### src/rtl/uart_rx_packet_ctrl.sv
// Packet framer behind the UART RX byte controller: hunts SYNC, sequences LEN/payload/CSUM,
// streams payload through a small ready/valid FIFO and flags completion, faults and timeouts.
module uart_rx_packet_ctrl #(
    parameter logic [7:0] SYNC_BYTE  = 8'hA5,
    parameter int         MAX_LEN    = 16,
    parameter int         TIMEOUT    = 1000,
    parameter int         FIFO_DEPTH = 4
) (
    input  logic       clk,
    input  logic       reset_n,
    input  logic       i_Rx_Done,
    input  logic [7:0] i_Rx_Byte,
    output logic       o_Pay_Valid,
    output logic [7:0] o_Pay_Byte,
    input  logic       i_Pay_Ready,
    output logic       o_Pkt_Active,
    output logic       o_Pkt_Done,
    output logic       o_Pkt_Err,
    output logic [1:0] o_Err_Code
);

    localparam int CW = $clog2(TIMEOUT + 1);
    localparam int PW = $clog2(FIFO_DEPTH);
    localparam int NW = PW + 1;
    localparam logic [7:0]    MAX_LEN_B = 8'(MAX_LEN);
    localparam logic [CW-1:0] TMO_LAST  = CW'(TIMEOUT - 1);
    localparam logic [NW-1:0] FIFO_FULL = NW'(FIFO_DEPTH);

    localparam logic [1:0] ERR_CSUM    = 2'd0;
    localparam logic [1:0] ERR_LEN     = 2'd1;
    localparam logic [1:0] ERR_TIMEOUT = 2'd2;
    localparam logic [1:0] ERR_OVERRUN = 2'd3;

    typedef enum logic [1:0] {
        S_HUNT    = 2'd0,
        S_LEN     = 2'd1,
        S_PAYLOAD = 2'd2,
        S_CSUM    = 2'd3
    } state_t;

    state_t          r_state;
    logic [7:0]      r_sum;
    logic [7:0]      r_remaining;
    logic [CW-1:0]   r_tmo;
    logic            r_active;
    logic            r_pkt_done;
    logic            r_pkt_err;
    logic [1:0]      r_err_code;

    logic [7:0]      r_mem [FIFO_DEPTH];
    logic [PW-1:0]   r_wr_ptr;
    logic [PW-1:0]   r_rd_ptr;
    logic [NW-1:0]   r_count;
    logic            r_pay_valid;
    logic [7:0]      r_pay_byte;

    logic            w_pop;
    logic            w_full;
    logic            w_pay_byte_in;
    logic            w_push;
    logic            w_overrun;
    logic [NW-1:0]   w_count_next;
    logic [PW-1:0]   w_rd_ptr_next;
    logic [7:0]      w_head_next;

    assign w_pop         = r_pay_valid & i_Pay_Ready;
    assign w_full        = (r_count == FIFO_FULL);
    assign w_pay_byte_in = i_Rx_Done & (r_state == S_PAYLOAD);
    assign w_push        = w_pay_byte_in & (~w_full | w_pop);
    assign w_overrun     = w_pay_byte_in & w_full & ~w_pop;

    // Next FIFO occupancy, read pointer and head byte, so the outputs can be registered.
    always_comb begin
        w_count_next  = r_count;
        w_rd_ptr_next = r_rd_ptr;
        w_head_next   = 8'd0;
        case ({w_push, w_pop})
            2'b10:   w_count_next = r_count + NW'(1);
            2'b01:   w_count_next = r_count - NW'(1);
            default: w_count_next = r_count;
        endcase
        if (w_pop) begin
            w_rd_ptr_next = r_rd_ptr + PW'(1);
        end else begin
            w_rd_ptr_next = r_rd_ptr;
        end
        // A push landing on the new read slot means the FIFO was draining to empty.
        if (w_push && (r_wr_ptr == w_rd_ptr_next)) begin
            w_head_next = i_Rx_Byte;
        end else begin
            w_head_next = r_mem[w_rd_ptr_next];
        end
    end

    // Payload FIFO storage, pointers and registered head presentation.
    always_ff @(posedge clk or negedge reset_n) begin
        if (!reset_n) begin
            for (int i = 0; i < FIFO_DEPTH; i++) begin
                r_mem[i] <= 8'd0;
            end
            r_wr_ptr    <= '0;
            r_rd_ptr    <= '0;
            r_count     <= '0;
            r_pay_valid <= 1'b0;
            r_pay_byte  <= 8'd0;
        end else begin
            if (w_push) begin
                r_mem[r_wr_ptr] <= i_Rx_Byte;
                r_wr_ptr        <= r_wr_ptr + PW'(1);
            end
            r_rd_ptr    <= w_rd_ptr_next;
            r_count     <= w_count_next;
            r_pay_valid <= (w_count_next != '0);
            r_pay_byte  <= w_head_next;
        end
    end

    // Frame sequencer with inter-byte timeout; a received byte always beats the timeout.
    always_ff @(posedge clk or negedge reset_n) begin
        if (!reset_n) begin
            r_state     <= S_HUNT;
            r_sum       <= 8'd0;
            r_remaining <= 8'd0;
            r_tmo       <= '0;
            r_active    <= 1'b0;
            r_pkt_done  <= 1'b0;
            r_pkt_err   <= 1'b0;
            r_err_code  <= 2'd0;
        end else begin
            r_pkt_done <= 1'b0;
            r_pkt_err  <= 1'b0;
            r_err_code <= 2'd0;
            if (i_Rx_Done) begin
                r_tmo <= '0;
                case (r_state)
                    S_HUNT: begin
                        if (i_Rx_Byte == SYNC_BYTE) begin
                            r_state  <= S_LEN;
                            r_active <= 1'b1;
                        end
                    end
                    S_LEN: begin
                        if (i_Rx_Byte == 8'd0) begin
                            r_sum   <= 8'd0;
                            r_state <= S_CSUM;
                        end else if (i_Rx_Byte > MAX_LEN_B) begin
                            r_pkt_err  <= 1'b1;
                            r_err_code <= ERR_LEN;
                            r_state    <= S_HUNT;
                            r_active   <= 1'b0;
                        end else begin
                            r_sum       <= i_Rx_Byte;
                            r_remaining <= i_Rx_Byte;
                            r_state     <= S_PAYLOAD;
                        end
                    end
                    S_PAYLOAD: begin
                        if (w_overrun) begin
                            r_pkt_err  <= 1'b1;
                            r_err_code <= ERR_OVERRUN;
                            r_state    <= S_HUNT;
                            r_active   <= 1'b0;
                        end else begin
                            r_sum       <= r_sum + i_Rx_Byte;
                            r_remaining <= r_remaining - 8'd1;
                            if (r_remaining == 8'd1) begin
                                r_state <= S_CSUM;
                            end
                        end
                    end
                    S_CSUM: begin
                        if (i_Rx_Byte == r_sum) begin
                            r_pkt_done <= 1'b1;
                        end else begin
                            r_pkt_err  <= 1'b1;
                            r_err_code <= ERR_CSUM;
                        end
                        r_state  <= S_HUNT;
                        r_active <= 1'b0;
                    end
                    default: begin
                        r_state  <= S_HUNT;
                        r_active <= 1'b0;
                    end
                endcase
            end else if (r_state == S_HUNT) begin
                r_tmo <= '0;
            end else if (r_tmo == TMO_LAST) begin
                r_pkt_err  <= 1'b1;
                r_err_code <= ERR_TIMEOUT;
                r_state    <= S_HUNT;
                r_active   <= 1'b0;
                r_tmo      <= '0;
            end else begin
                r_tmo <= r_tmo + CW'(1);
            end
        end
    end

    assign o_Pay_Valid  = r_pay_valid;
    assign o_Pay_Byte   = r_pay_byte;
    assign o_Pkt_Active = r_active;
    assign o_Pkt_Done   = r_pkt_done;
    assign o_Pkt_Err    = r_pkt_err;
    assign o_Err_Code   = r_err_code;

endmodule

### config.mk
export PLATFORM = sky130hd
export DESIGN_NAME = uart_rx_packet_ctrl
export DESIGN_NICKNAME = d
export VERILOG_FILES = /design/src/rtl/uart_rx_packet_ctrl.sv
export SDC_FILE = /design/constraint.sdc
export NUM_CORES = 1
export LEC_CHECK = 0
export CAP_MARGIN = 20
export CORE_ASPECT_RATIO = 0.7
export CORE_UTILIZATION = 40
export CTS_CLUSTER_DIAMETER = 200
export DETAILED_ROUTE_END_ITERATION = 10
export GPL_TIMING_DRIVEN = 0
export HOLD_SLACK_MARGIN = 0.08
export SLEW_MARGIN = 20
export SYNTH_ARGS = -nofsm -noshare
export SYNTH_HDL_FRONTEND = slang
export SYNTH_SLANG_ARGS = --single-unit
### constraint.sdc
create_clock -name clk -period 2.1 [get_ports clk]
set_input_delay 0.21 -clock clk [delete_from_list [all_inputs] [get_ports clk]]
set_output_delay 0.21 -clock clk [all_outputs]
set_load 0.02 [all_outputs]
# Word-level counts from Yosys, hierarchy flattened
# Cells that the tools add are included.
[classes] n_mux=54 reduce_logical=11 n_bitwise=10 n_lt_le_gt_ge=4 eq_ne=21 addsub=7
[op_table] op="$mux W8" n=9
[op_table] op="$bwmux W32" n=1
[op_table] op="$pmux W8 S2" n=2
[op_table] op="$mux W10" n=3
[op_table] op="$mux W2" n=13
[op_table] op="$mux W1" n=19
[op_table] op="$bmux W8 S2" n=1
[op_table] op="$demux W8 S2" n=1
[op_table] op="$ne A3 B3 Y1 const B" n=4
[op_table] op="$add A10 B1 Y10 const B" n=1
[op_table] op="$eq A10 B10 Y1 const B" n=1
[op_table] op="$ne A2 B2 Y1 const B" n=5
[op_table] op="$add A8 B8 Y8" n=1
[op_table] op="$eq A8 B1 Y1 const B" n=1
[op_table] op="$eq A8 B8 Y1" n=1
[op_table] op="$eq A8 B8 Y1 const B" n=1
[op_table] op="$gt A8 B5 Y1 const B" n=1
[op_table] op="$logic_not A8 Y1" n=1
[op_table] op="$pmux W2 S4" n=1
[op_table] op="$reduce_and A4 Y1" n=2
[op_table] op="$sub A8 B1 Y8 const B" n=1
[op_table] op="$eq A2 B2 Y1 const B" n=3
[op_table] op="$ge A3 B3 Y1 const B" n=2
[op_table] op="$not A2 Y3" n=2
[op_table] op="21 further kinds" n=30
[word_totals] register_bits=81 out_inout_bits=14

# Depth between registers and ports, before layout
[logic_depth] word_depth=7 mapped_depth=9 mapped_depth_nobuf=9

# Least setup slack after synthesis
# OpenSTA, ideal clock, no wires.
[synth_timing] path_type="register to register" from="register r_pay_valid (netlist: o_Pay_Valid)" to="register r_pay_byte[7] (netlist: o_Pay_Byte[7])" path_slack_ns=-0.053 synth_period_minus_slack_ns=2.153 arrival_ns=2.028 required_ns=1.975 stages_incl_launch_ff=5 cell_sequence="dfrtp_1 > nand2_1 > xor2_2 > mux4_1 > mux2_2"
[synth_between] elab_chain_cells=7 word_cells_on_any_way=11 classes_between="eq/ne (1); mux (5); bitwise (4); reduce/logical (1)"
[synth_rtl] element="start: declaration" line="54" rtl="logic r_pay_valid;"
[synth_rtl] element="start signal: assignment" line="113" rtl="r_pay_valid <= (w_count_next != '0);"
[synth_rtl] element="$and A1 B1 Y1 (*)" line="66" rtl="assign w_pop = r_pay_valid & i_Pay_Ready;"
[synth_rtl] element="$mux W2" line="82" rtl="if (w_pop) begin"
[synth_rtl] element="$not A2 Y3 (implied by the code)" line="91" rtl="w_head_next = r_mem[w_rd_ptr_next];"
[synth_rtl] element="$bmux W8 S2" line="91"
[synth_rtl] element="$mux W8 (implied by the code) (2 in a row)" line="91"
[synth_rtl] element="$mux W8 (*)" line="88" rtl="if (w_push && (r_wr_ptr == w_rd_ptr_next)) begin"
[synth_rtl] element="via w_head_next[7]" line="64" rtl="logic [7:0] w_head_next;"
[synth_rtl] element="end signal: assignment" line="114" rtl="r_pay_byte <= w_head_next;"
[synth_rtl] element="end: declaration" line="55" rtl="logic [7:0] r_pay_byte;"
# The timed path passes the listed nets; every way through them passes the cells marked *. The select of a mux whose other input is x is not followed.
# A chain may end at the register's enable or synchronous reset.

# Final worst setup path
[layout_timing] from="register r_state[1]" to="register r_remaining[2]"
[layout_between] elab_chain_cells=6 word_cells_on_any_way=11 classes_between="eq/ne (5); mux (1); bitwise (3); reduce/logical (2)"
[layout_rtl] element="start: declaration" line="41" rtl="state_t r_state;"
[layout_rtl] element="start signal: assignment" line="121" rtl="r_state <= S_HUNT;"
[layout_rtl] element="start signal: assignment" line="138" rtl="r_state <= S_LEN;"
[layout_rtl] element="start signal: assignment" line="145" rtl="r_state <= S_CSUM;"
[layout_rtl] element="$eq A2 B2 Y1" line="68, 135"
[layout_rtl] element="$and A1 B1 Y1" line="68" rtl="assign w_pay_byte_in = i_Rx_Done & (r_state == S_PAYLOAD);"
[layout_rtl] element="$and A1 B1 Y1 (2 in a row)" line="70" rtl="assign w_overrun = w_pay_byte_in & w_full & ~w_pop;"
[layout_rtl] element="$ne A2 B2 Y1 (no source line)"
[layout_rtl] element="$reduce_and A5 Y1 (no source line)"
[layout_rtl] element="end signal: assignment" line="153" rtl="r_remaining <= i_Rx_Byte;"
[layout_rtl] element="end signal: assignment" line="165" rtl="r_remaining <= r_remaining - 8'd1;"
[layout_rtl] element="end: declaration" line="43" rtl="logic [7:0] r_remaining;"
# Several ways; a longest one is shown, not always the timed one.

==> run_results.csv <==
group,metric,value,unit
synthesis,syn_area,0.00434,sq mm
critical_path,path_max_fanout,8,
sta,setup_ws,6.56,ps
critical_path,cp_slowest_stage_delay,470,ps
critical_path,endpoint_kind,"flip-flop",
sta,tns,0,ps
synthesis,yosys_warnings,0,
power_and_ir_drop,p_per_area,1080,mW/mm^2
route,via_per_inst,5.38,
power_and_ir_drop,p_int,3.73,mW
synthesis,seq_area_frac_synth,0.467,
sta,worst_pin_slew,679,ps
cts,clock_latency,350,ps
cts,cts_root_buf,"clkbuf_16",
placement,placed_cell_area,0.00479,sq mm
critical_path,critPathTopFamily,"simple AND/OR/NAND/NOR gates",
cts,cts_tree,"built",
floorplanning,dieHeight,89.1,microns
synthesis,synth_fp_nets,415,
sta,fmax,478,MHz
min_path,min_path_type,"input pin to flip-flop",
finish,diodes,0,
sta,period_needed,2090,ps
floorplanning,rows,31,
cts,cts_htree_levels,3,
outcome,outcome,"completed",
finish,instances_no_fill,568,
route,dr.pass1.iters,4,
floorplanning,initial_core_util,0.416,
route,drtAntennaViolNets,0,
synthesis,syn_area_per_cell,11.4,sq um
floorplanning,num_io_pins,26,
placement,dp_hpwl,6330,microns
global_route,grt_usage,0.186,
power_and_ir_drop,pwr-share-comb,0.368,
finish,final_layout_size_suffix_gt1_frac,0.239,
placement,pre_cts_ws,-599,ps
critical_path,crit_arrival,2370,ps
placement,placed_cells,540,
global_route,antenna_found_initial,0,
sta,grt_setup_unrepaired,"yes",
placement,finalWeightedCongestion,0.797,
sta,fin_skew,5.16,ps
cts,cts.sinks,81,
global_route,grt_pass1_wl,15800,microns
cts,cts_buffers,9,
power_and_ir_drop,pwr-share-clk,0.264,
sta,final.period_utilization,0.997,
power_and_ir_drop,vdd_drop_max,0.453,mV
finish,final_nets,464,
placement,io_buffer_count,25,
global_route,grt_max_degree,57,
sta,finalMaxSlewViolations,0,
floorplanning,dieWidth,126,microns
finish,postLayoutCoreUtil,0.515,
synthesis,synth_top_area_frac,0.467,
synthesis,synthTopCellsByArea,"dfrtp_1, mux2_2, ha_1",
power_and_ir_drop,total_power,5.82,mW
sta,setup_viol,0,
power_and_ir_drop,leakagePower,2.37,nW
route,detail_route.wl_per_cell,16.9,microns
synthesis,synth_area_leader_cell,"dfrtp_1",
finish,syn_to_final_growth,24.0,%
route,drc,0,
critical_path,timing_worst_setup_path_type,"flip-flop to flip-flop",
critical_path,timing.critical_path.buf_inv,2,
cts,clkTransAtPathRegs,70,ps
synthesis,synth_enable_flop_cells,0,
synthesis,synth.distinct_cells,58,
global_route,grt-ovfl-total,0,
synthesis,synth-main-ff-cell,"dfrtp_1",
route,vias,3056,
job,cap_violations,0,
floorplanning,design.core.area,0.0104,sq mm
critical_path,critPathSlowestCell,"or4b_4",
route,drt-initial-drc-count,213,
finish,design_area,0.00538,sq mm
power_and_ir_drop,swShare,0.360,
floorplanning,die_area,0.0113,sq mm
critical_path,path_cells,"inv_2 -> ha_4 -> or4b_4 -> nor4_4 -> buf_4 -> nor3_4 -> and3_1 -> o21ai_1 -> o221a_1",
cts,clk_path_buf_depth,2,
synthesis,syn_inst,382,
global_route,grt_pass1_vias,3077,
critical_path,cp-start-kind,"flip-flop",
route,finalWirelength,9610,microns
critical_path,cp.required,2380,ps
power_and_ir_drop,power.switching,2.10,mW
synthesis,synth_seq_cells,81,
power_and_ir_drop,seqPwrFrac,0.368,
sta,slew-limit-headroom,0.543,
synthesis,async_flop_share,1.00,
sta,hold_viol_final,0,
sta,holdWs,315,ps
power groups by stage:
stage | registers, mW | logic, mW | clock network [mW]
floorplan | 2.11 | 1.34 | 0
finish | 2.14 | 2.14 | 1.54
detailed placement | 2.14 | 1.81 | 0
global route | 2.18 | 2.40 | 1.63
global placement | 2.12 | 1.77 | 0
CTS | 2.11 | 1.98 | 1.57
worst paths after layout:
path | start | end | slack, ps | cells after the start
worst max-delay path | r_state[1]$_DFFE_PN0P_ | r_remaining[2]$_DFFE_PN0P_ | 7 | 9
worst min-delay path | i_Rx_Byte[1] | r_mem[17]$_DFFE_PN0P_ | 320 | 2
worst max register to register | r_state[1]$_DFFE_PN0P_ | r_remaining[2]$_DFFE_PN0P_ | 7 | 9
worst min register to register | r_mem[28]$_DFFE_PN0P_ | r_mem[28]$_DFFE_PN0P_ | 480 | 1
max in group asynchronous | reset_n | r_mem[23]$_DFFE_PN0P_ | 1170 | 3
min in group asynchronous | reset_n | r_remaining[0]$_DFFE_PN0P_ | 330 | 2
sequential cells by signal, indices dropped and copies added (netlist names):
register	count
r_sum	8
r_wr_ptr	2
o_Pay_Byte	8
r_count	3
o_Pay_Valid	1
o_Pkt_Active	1
r_tmo	10
o_Pkt_Err	1
r_state	2
r_rd_ptr	2
o_Pkt_Done	1
o_Err_Code	2
r_mem	32
r_remaining	8
layout by cell type, fill, tap and decap left out, types with 8 or more instances in the layout:
cell              n
a21oi_1          10
buf_4            15
clkbuf_16         9
clkdlybuf4s50_1  21
dfrtp_1          80
ha_1             15
inv_1            12
mux2_1           17
mux2_2           24
nand2_1          18
nand3_1          14
nor2_1           28
nor3_1            8
o21ai_0          16
xnor2_1          12
cell type report:
type | instances | area, sq um
flip-flops and latches | 81 | 2030
clock buffers | 9 | 225
inverters | 14 | 52.6
multi-input cells | 269 | 2340
repair buffers | 40 | 388
well taps | 132 | 165
fillers | 917 | 5060
clock inverters | 7 | 62.6
plain buffers | 16 | 118
synthesized netlist by cell type, drive strengths merged (11+ instances only):
cell / instances
mux2: 41
nor3: 11
nor2: 29
o21ai: 20
a21oi: 12
inv: 14
xnor2: 12
nand3: 16
dfrtp: 81
ha: 19
nand2: 19
metal layers:
metal	up-vias	global-route usage	share of wire
met5	-	0	0
met3	12	0.0431	0.037
met1	1516	0.259	0.49
li1	1485	-	-
met4	0	0.0624	0.011
met2	43	0.289	0.46
cell families after synthesis:
logic type               share of synthesized area
AND/OR/NAND/NOR                              0.130
flip-flops                                   0.467
AO/OA/AOI/OAI                                0.105
multiplexers                                 0.161
buffers and inverters                       0.0323
adder cells (fa/ha/maj)                     0.0640
XOR/XNOR                                    0.0401
timing repair:
item                                   in CTS  in global routing
buffers inserted                            6                  6
setup endpoints to repair                  61                 34
hold buffers                                1                  0
cloned                                      1                  0
pin swaps                                   2                 13
resized for setup                          21                 34
endpoints found under the hold margin      25                  0
No activity file was read; power rests on OpenSTA's default activity.
